==> config.mk <==
export PLATFORM = sky130hd
export DESIGN_NAME = turbosim_iter_ctrl
export DESIGN_NICKNAME = d
export VERILOG_FILES = /design/src/rtl/turbosim_iter_ctrl.sv
export SDC_FILE = /design/constraint.sdc
export NUM_CORES = 2
export LEC_CHECK = 0
export ABC_AREA = 1
export CAP_MARGIN = 20
export CORE_MARGIN = 8
export CORE_UTILIZATION = 65
export DETAILED_ROUTE_END_ITERATION = 10
export PLACE_DENSITY_LB_ADDON = 0.2
export SYNTH_ARGS = -nofsm -noshare
export SYNTH_HDL_FRONTEND = slang
export SYNTH_SLANG_ARGS = --single-unit
==> constraint.sdc <==
create_clock -name clk -period 13 [get_ports clk]
set_clock_uncertainty 0.2 [all_clocks]
set_input_delay 3.25 -clock clk [delete_from_list [all_inputs] [get_ports clk]]
set_output_delay 3.25 -clock clk [all_outputs]
set_load 0.02 [all_outputs]
==> src/rtl/turbosim_iter_ctrl.sv <==
// Iteration controller for the turbosim core: stages host input-change records, loads them
// into the core, sequences go/done, drains output changes and reports per-iteration counts.
module turbosim_iter_ctrl #(
  parameter int REC_W   = 32,
  parameter int DEPTH   = 64,
  parameter int GO_CYC  = 1,
  parameter int TIMEOUT = 65535,
  parameter int CNT_W   = 16
) (
  input  logic             clk,
  input  logic             rst,
  input  logic             s_valid,
  output logic             s_ready,
  input  logic [REC_W-1:0] s_data,
  input  logic             s_last,
  output logic             ts_wr,
  input  logic             ts_full,
  output logic [REC_W-1:0] ts_in_record,
  output logic             ts_go,
  input  logic             ts_done,
  output logic             ts_rd,
  input  logic             ts_empty,
  input  logic [REC_W-1:0] ts_out_record,
  output logic             m_valid,
  input  logic             m_ready,
  output logic [REC_W-1:0] m_data,
  output logic             busy,
  output logic             iter_done,
  output logic [CNT_W-1:0] cycle_count,
  output logic [CNT_W-1:0] change_count,
  output logic [CNT_W-1:0] iter_count,
  output logic             timeout_err
);

  localparam int AW = $clog2(DEPTH);

  localparam logic [3:0] ST_INIT  = 4'd0;
  localparam logic [3:0] ST_IDLE  = 4'd1;
  localparam logic [3:0] ST_LOAD  = 4'd2;
  localparam logic [3:0] ST_GO    = 4'd3;
  localparam logic [3:0] ST_ARM   = 4'd4;
  localparam logic [3:0] ST_RUN   = 4'd5;
  localparam logic [3:0] ST_DRAIN = 4'd6;
  localparam logic [3:0] ST_ABORT = 4'd7;
  localparam logic [3:0] ST_END   = 4'd8;

  function automatic logic [CNT_W-1:0] sat_inc(input logic [CNT_W-1:0] v);
    if (v == {CNT_W{1'b1}}) begin
      sat_inc = v;
    end else begin
      sat_inc = v + CNT_W'(1);
    end
  endfunction

  logic [REC_W:0]   mem_r [DEPTH];
  logic [AW-1:0]    wr_ptr_r;
  logic [AW-1:0]    rd_ptr_r;
  logic [AW:0]      count_r;
  logic             stage_full_s;
  logic             stage_empty_s;
  logic             push_s;
  logic             pop_s;
  logic [REC_W:0]   head_s;
  logic [3:0]       state_r;
  logic [3:0]       state_nx_s;
  logic [31:0]      tmr_r;
  logic             timeout_hit_s;
  logic [CNT_W-1:0] cyc_r;
  logic [CNT_W-1:0] chg_r;
  logic             ts_go_r;
  logic             busy_r;
  logic             iter_done_r;
  logic [CNT_W-1:0] cycle_count_r;
  logic [CNT_W-1:0] change_count_r;
  logic [CNT_W-1:0] iter_count_r;
  logic             timeout_err_r;

  assign stage_full_s  = (count_r == (AW+1)'(DEPTH));
  assign stage_empty_s = (count_r == {(AW+1){1'b0}});
  assign head_s        = mem_r[rd_ptr_r];
  assign s_ready       = !stage_full_s;
  assign push_s        = s_valid && !stage_full_s;
  assign ts_wr         = (state_r == ST_LOAD) && !stage_empty_s && !ts_full;
  assign pop_s         = ts_wr;
  assign ts_in_record  = head_s[REC_W-1:0];
  assign ts_rd         = !ts_empty && m_ready;
  assign m_valid       = !ts_empty;
  assign m_data        = ts_out_record;
  // tmr_r restarts on every state change, so it measures time spent in the current state
  assign timeout_hit_s = (TIMEOUT != 0) && (tmr_r == 32'(TIMEOUT - 1));

  assign ts_go        = ts_go_r;
  assign busy         = busy_r;
  assign iter_done    = iter_done_r;
  assign cycle_count  = cycle_count_r;
  assign change_count = change_count_r;
  assign iter_count   = iter_count_r;
  assign timeout_err  = timeout_err_r;

  // Staging FIFO storage; contents need no reset since the pointers define validity
  always_ff @(posedge clk) begin
    if (push_s) begin
      mem_r[wr_ptr_r] <= {s_last, s_data};
    end
  end

  // Staging FIFO pointers and occupancy
  always_ff @(posedge clk) begin
    if (rst) begin
      wr_ptr_r <= {AW{1'b0}};
      rd_ptr_r <= {AW{1'b0}};
      count_r  <= {(AW+1){1'b0}};
    end else begin
      if (push_s) wr_ptr_r <= wr_ptr_r + AW'(1);
      if (pop_s)  rd_ptr_r <= rd_ptr_r + AW'(1);
      case ({push_s, pop_s})
        2'b10:   count_r <= count_r + (AW+1)'(1);
        2'b01:   count_r <= count_r - (AW+1)'(1);
        default: count_r <= count_r;
      endcase
    end
  end

  // Iteration sequencing
  always_comb begin
    state_nx_s = state_r;
    case (state_r)
      ST_INIT:  if (ts_done) state_nx_s = ST_IDLE; else state_nx_s = state_r;
      ST_IDLE:  if (!stage_empty_s) state_nx_s = ST_LOAD; else state_nx_s = state_r;
      ST_LOAD:  if (pop_s && head_s[REC_W]) state_nx_s = ST_GO; else state_nx_s = state_r;
      ST_GO:    if (tmr_r == 32'(GO_CYC - 1)) state_nx_s = ST_ARM; else state_nx_s = state_r;
      ST_ARM: begin
        if (!ts_done)           state_nx_s = ST_RUN;
        else if (timeout_hit_s) state_nx_s = ST_ABORT;
        else                    state_nx_s = state_r;
      end
      ST_RUN: begin
        if (ts_done)            state_nx_s = ST_DRAIN;
        else if (timeout_hit_s) state_nx_s = ST_ABORT;
        else                    state_nx_s = state_r;
      end
      ST_DRAIN: if (ts_empty) state_nx_s = ST_END; else state_nx_s = state_r;
      ST_ABORT: state_nx_s = ST_END;
      ST_END:   state_nx_s = ST_IDLE;
      default:  state_nx_s = ST_INIT;
    endcase
  end

  // State, timers, running counters and registered status outputs
  always_ff @(posedge clk) begin
    if (rst) begin
      state_r        <= ST_INIT;
      tmr_r          <= 32'd0;
      cyc_r          <= {CNT_W{1'b0}};
      chg_r          <= {CNT_W{1'b0}};
      ts_go_r        <= 1'b0;
      busy_r         <= 1'b0;
      iter_done_r    <= 1'b0;
      cycle_count_r  <= {CNT_W{1'b0}};
      change_count_r <= {CNT_W{1'b0}};
      iter_count_r   <= {CNT_W{1'b0}};
      timeout_err_r  <= 1'b0;
    end else begin
      state_r <= state_nx_s;
      tmr_r   <= (state_nx_s != state_r) ? 32'd0 : tmr_r + 32'd1;
      if (state_r == ST_IDLE) begin
        cyc_r <= {CNT_W{1'b0}};
        chg_r <= {CNT_W{1'b0}};
      end else begin
        if (state_r == ST_RUN) cyc_r <= sat_inc(cyc_r);
        if (ts_rd)             chg_r <= sat_inc(chg_r);
      end
      ts_go_r     <= (state_nx_s == ST_GO);
      busy_r      <= (state_nx_s != ST_IDLE) && (state_nx_s != ST_INIT);
      iter_done_r <= (state_r == ST_END);
      // counts become visible together with the iter_done pulse
      if (state_r == ST_END) begin
        cycle_count_r  <= cyc_r;
        change_count_r <= ts_rd ? sat_inc(chg_r) : chg_r;
        iter_count_r   <= sat_inc(iter_count_r);
      end
      if (state_r == ST_ABORT) timeout_err_r <= 1'b1;
    end
  end

endmodule

# --- Word level (Yosys, flattened, before mapping) ---
# Memories as Yosys holds them, arrays and structs flattened. A register that Yosys moved wholly into a read port is not among the register bits.
# Cells that the tools add are included.
classes:
  addsub: 8
  n_eq_ne: 18
  n_mux: 16
  n_bitwise: 2
  n_reduce_logical: 19
ops:
  columns: ["operator", "n"]
  rows:
  - ["$add 16x1->16 const B", 3]
  - ["$eq 16x16->1 const B", 3]
  - ["$pmux 4 s9", 1]
  - ["$add 32x1->32 const B", 1]
  - ["$eq 32x16->1 const B", 1]
  - ["$logic_not 32->1", 1]
  - ["$mux 16", 2]
  - ["$mux 4", 8]
  - ["$eq 4x3->1 const B", 4]
  - ["$pmux 7 s2", 1]
  - ["$add 6x1->6 const B", 2]
  - ["$eq 4x2->1 const B", 3]
  - ["$mux 6", 2]
  - ["$add 7x1->7 const B", 1]
  - ["$eq 7x7->1 const B", 1]
  - ["$logic_not 7->1", 1]
  - ["$sub 7x1->7 const B", 1]
  - ["$logic_and 1x1->1", 6]
  - ["$eq 4x1->1 const B", 1]
  - ["$eq 4x4->1 const B", 1]
  - ["$logic_not 1->1", 4]
  - ["$logic_not 4->1", 1]
  - ["$ne 4x1->1 const B", 1]
  - ["$ne 4x4->1", 1]
  - ["other kinds (8)", 12]
totals:
  reg_bits: 139
  ram_bits: 2112
  in_bits: 72
  out_inout_bits: 120
  elab_cells: 78
  mem_count: 1
mem_list:
  columns: ["name", "words", "word_bits", "rd", "rd_ports_with_merged_regs", "write_ports", "line_no", "source"]
  rows:
  - ["mem_r", 64, 33, 1, 1, 1, "55", "logic [REC_W:0] mem_r [DEPTH];"]

# --- Longest topological paths before layout ---
depth:
  depth_word: 9
  depth_mapped: 18
  ltp_nobuf: 18

# --- Worst setup path before layout ---
# No wires, ideal clock.
synth_path:
  path_type: "input port to output port"
  from: "in ts_empty"
  to: "out ts_rd"
  arrival_time_ns: 3.739
  required_ns: 9.550
  slack_ns: 5.811
  path_stages: 3
  n_path_buf: 0
  path_cell_list: "inv_1 -> nand2_1 -> inv_1"
synth_between:
  elab_chain_cells: 2
synth_rtl:
  columns: ["item", "line_no", "source"]
  rows:
  - ["start: declaration", "22", "input logic ts_empty,"]
  - ["$logic_not 1->1", "86", "assign ts_rd = !ts_empty && m_ready;"]
  - ["$logic_and 1x1->1", "86", null]
  - ["end: declaration", "21", "output logic ts_rd,"]
# Every way passes these cells.

==> impl_metrics.yaml <==
logic_synthesis:
  synthesis.area_um2: 89600
  synth.avg_cell_area_um2: 12.5
  ys_seq_elements: 2257
  synth_seq_area_share_pct: 74.1
  ys_types: 45
  number_of_warnings_issued_by_yosys: 0
  synth_nets: 7274
  postSynthCellCount: 7187
setup_path:
  timing.critical_path.required_ns: 9.55
  critPathMaxStageDelay_ns: 0.80
  critPathCaptureType: "output port"
  crit_buf_inv: 4
  cp_cell_sequence: "buf_4, buf_12, buf_4, o21ai_0, o22ai_1, o21ai_1, o22ai_1, o21ai_1, o21ai_1, clkdlybuf4s50_1"
  critical_setup_path_kind: "reg -> out"
  slowest_stage: "buf_4"
  path_delay_family: "buffers and inverters"
  worst-r2r-setup-slack_ns: 7.71
  reg2regPathDepth: 16
  crit_path_max_fanout: 168
  setup.worst_path.start_class: "flop"
  worst-endpoint-arrival_ns: 5.87
  cp_common_cell: "o21ai_1"
  r2r_end: "tmr_r[17]"
flow_run:
  max_cap_viol_count: 0
floorplan:
  die_outline_area_um2: 150000
  top_level_ports: 192
  floorplan.initialDensity_pct: 65.3
  die_w_um: 387
  design.core.area_um2: 137000
  cell_rows: 136
  die_y_um: 387
finish:
  most_common_library_cell_in_the_layout_ignoring_fill_and_taps: "edfxtp_1"
  area_delta_synth_final_pct: 10.5
  drive_gt1_share_pct: 7.35
  layout.cells.most_common_list: "edfxtp_1 (2112), nor2_1 (1383), o21ai_0 (1260)"
  n_fill_cell: 8748
  finish.net_count: 7234
  postLayoutCoreUtil_pct: 72.2
grt:
  grt_util_all_layers_pct: 31.5
  antenna_violations_before_repair: 14
  grt_max_degree: 197
  grt_pass1_vias: 58100
  first_pass_grt_wire_length_um: 358000
  grt_overflow: 0
power_and_ir_drop:
  vdd_drop_max_mv: 0.131
  post-layout-total-power_uw: 14900
  power.density_nw_per_um2: 150
  total_leakage_power_uw: 0.0325
clock_network:
  cts_setup_buffers: 0
  cts.path.max_buffers: 3
  htree_num_levels: 4
  cts.sinks: 2257
  worst_skew_pair.late_latency_ns: 0.84
  cts_resized: 0
  cts.reportedPaths.clkPinSlew_ns: 0.06
  clk_root_buffer_cell: "clkbuf_16"
  cts_hold_buffers: 0
  cts_made_buffers: 210
  cts_tree: "done"
detailed_routing:
  drt-initial-drc-count: 8863
  route.vias.total: 60600
  final_antenna_net_count: 0
  totalWireLength_um: 245000
  drc_errors: 0
  routed_wire_length_per_instance_um: 26.8
  post_drt_via_cell_ratio: 6.64
  firstDrtPassIters: 6
timing:
  max_slew_headroom_at_the_worst_pin_pct: 19.8
  setup_viol: 0
  rsz0062_at_grt: "false"
  clock.fmax_mhz: 107
  max_slew.worst_pin.slew_ns: 1.19
  timing.final.max_slew_violations: 0
  final_min_period_over_clock_period_pct: 71.7
  timing.final.ws_setup_ns: 3.68
  timing_hold_violations_final: 0
  fin_tns_setup_ns: 0
  period_minus_slack_ns: 9.32
place:
  globalplace.congestion: 0.818
  pre_cts_ws_ns: 4.74
  port_buffers: 127
  dpl.hpwl_um: 117000
hold_path:
  holdPathStages: 1
  worst_hold_path_startpoint: "tmr_r[0]"
  min_path_type: "reg -> reg"
  hold_path_end: "tmr_r[0]"
run_status:
  outcome: "complete, no violations"
## layer usage
layer  up-vias  GRT usage (%)  share of wire (%)
li1      26200              -                  -
met1     29400           42.2                 36
met2      4213           49.8                 46
met3       762           7.02                 13
met4         4           14.5                4.8
met5         -              0             0.0090
## state kept, by name, indices dropped and copies added, names as in the netlist, named ones only
signal	flops
iter_count	16
ts_go	1
state_r	4
busy	1
cycle_count	16
change_count	16
rd_ptr_r	6
count_r	7
cyc_r	16
iter_done	1
mem_r	2112
chg_r	16
wr_ptr_r	6
tmr_r	32
timeout_err	1
## how the worst max path moves through the flow
stage,from,to,slack [ns],cells past startpoint
floorplan,ts_empty,ts_rd,5.81,3
global placement,ts_empty,ts_rd,4.84,5
detailed placement,flop,ts_in_record[27],4.74,10
CTS,flop,ts_in_record[27],3.83,10
global route,flop,ts_in_record[6],3.47,12
finish,flop,ts_in_record[27],3.68,10
## Yosys cell counts, drive strengths merged
| cell type | instances | area, um^2 |
|---|---|---|
| clkbuf | 318 | 1190 |
| o21a | 5 | 37.5 |
| o31ai | 5 | 37.5 |
| nor3b | 8 | 60.1 |
| nand3 | 170 | 851 |
| o21bai | 1 | 7.51 |
| a31oi | 3 | 18.8 |
| nand4 | 24 | 150 |
| ha | 14 | 175 |
| a22oi | 1 | 7.51 |
| and3 | 4 | 25.0 |
| nand2 | 431 | 1620 |
| edfxtp | 2112 | 63400 |
| and2 | 2 | 12.5 |
| a211oi | 2 | 15.0 |
| fa | 1 | 20.0 |
| inv | 153 | 574 |
| a21o | 1 | 7.51 |
| o22ai | 605 | 3780 |
| buf | 195 | 1210 |
| o2111ai | 1 | 8.76 |
| a41oi | 1 | 8.76 |
| nor2 | 1447 | 5440 |
| a21oi | 76 | 384 |
| clkinv | 1 | 3.75 |
| dfxtp | 145 | 2900 |
| nor3 | 36 | 196 |
| or2 | 9 | 56.3 |
| nand3b | 2 | 15.0 |
| xnor2 | 10 | 87.6 |
| o21ai | 1337 | 6690 |
| nor4 | 11 | 68.8 |
| o211ai | 18 | 135 |
| xor2 | 38 | 333 |
## stage by stage
stage          area, um^2  std cells  hold slack [ns]
6_report            99000       9122            0.261
5_1_grt             99000       9121            0.289
4_1_cts             98600       9096            0.267
3_5_place_dp        92000       8709            0.255
3_3_place_gp        92000       8709            0.243
2_1_floorplan       89600       7187            0.230
## final cells by class
cell class | count | area (um^2) | area share, %
Tap cell | 1794 | 2240 | 2.27
Timing Repair Buffer | 261 | 2480 | 2.51
Multi-Input combinational cell | 4263 | 20700 | 20.9
Clock buffer | 273 | 5700 | 5.76
Clock inverter | 114 | 847 | 0.856
Inverter | 154 | 607 | 0.613
Antenna cell | 6 | 15.0 | 0.0152
Sequential cell | 2257 | 66300 | 67.0
## kinds of logic (layout without fill, tap and decap cells)
group	Yosys count	count (layout)	synth area share [%]
buf+inv	667	802	3.33
flops	2257	2257	74.1
compound gates	2056	2056	12.4
other cells	0	6	0
fa+ha+maj	15	15	0.218
xor+xnor	48	48	0.469
simple gates	2144	2144	9.49
## power by group
group / switching, uW / total [uW] / leakage (uW) / internal [uW]
Sequential: 20.5 / 7990 / 0.0202 / 7970
Clock: 2610 / 5880 / 0.00320 / 3280
Combinational: 726 / 1010 / 0.00911 / 282
Total: 3350 / 14900 / 0.0325 / 11500
No activity file was read; power rests on OpenSTA's default activity.
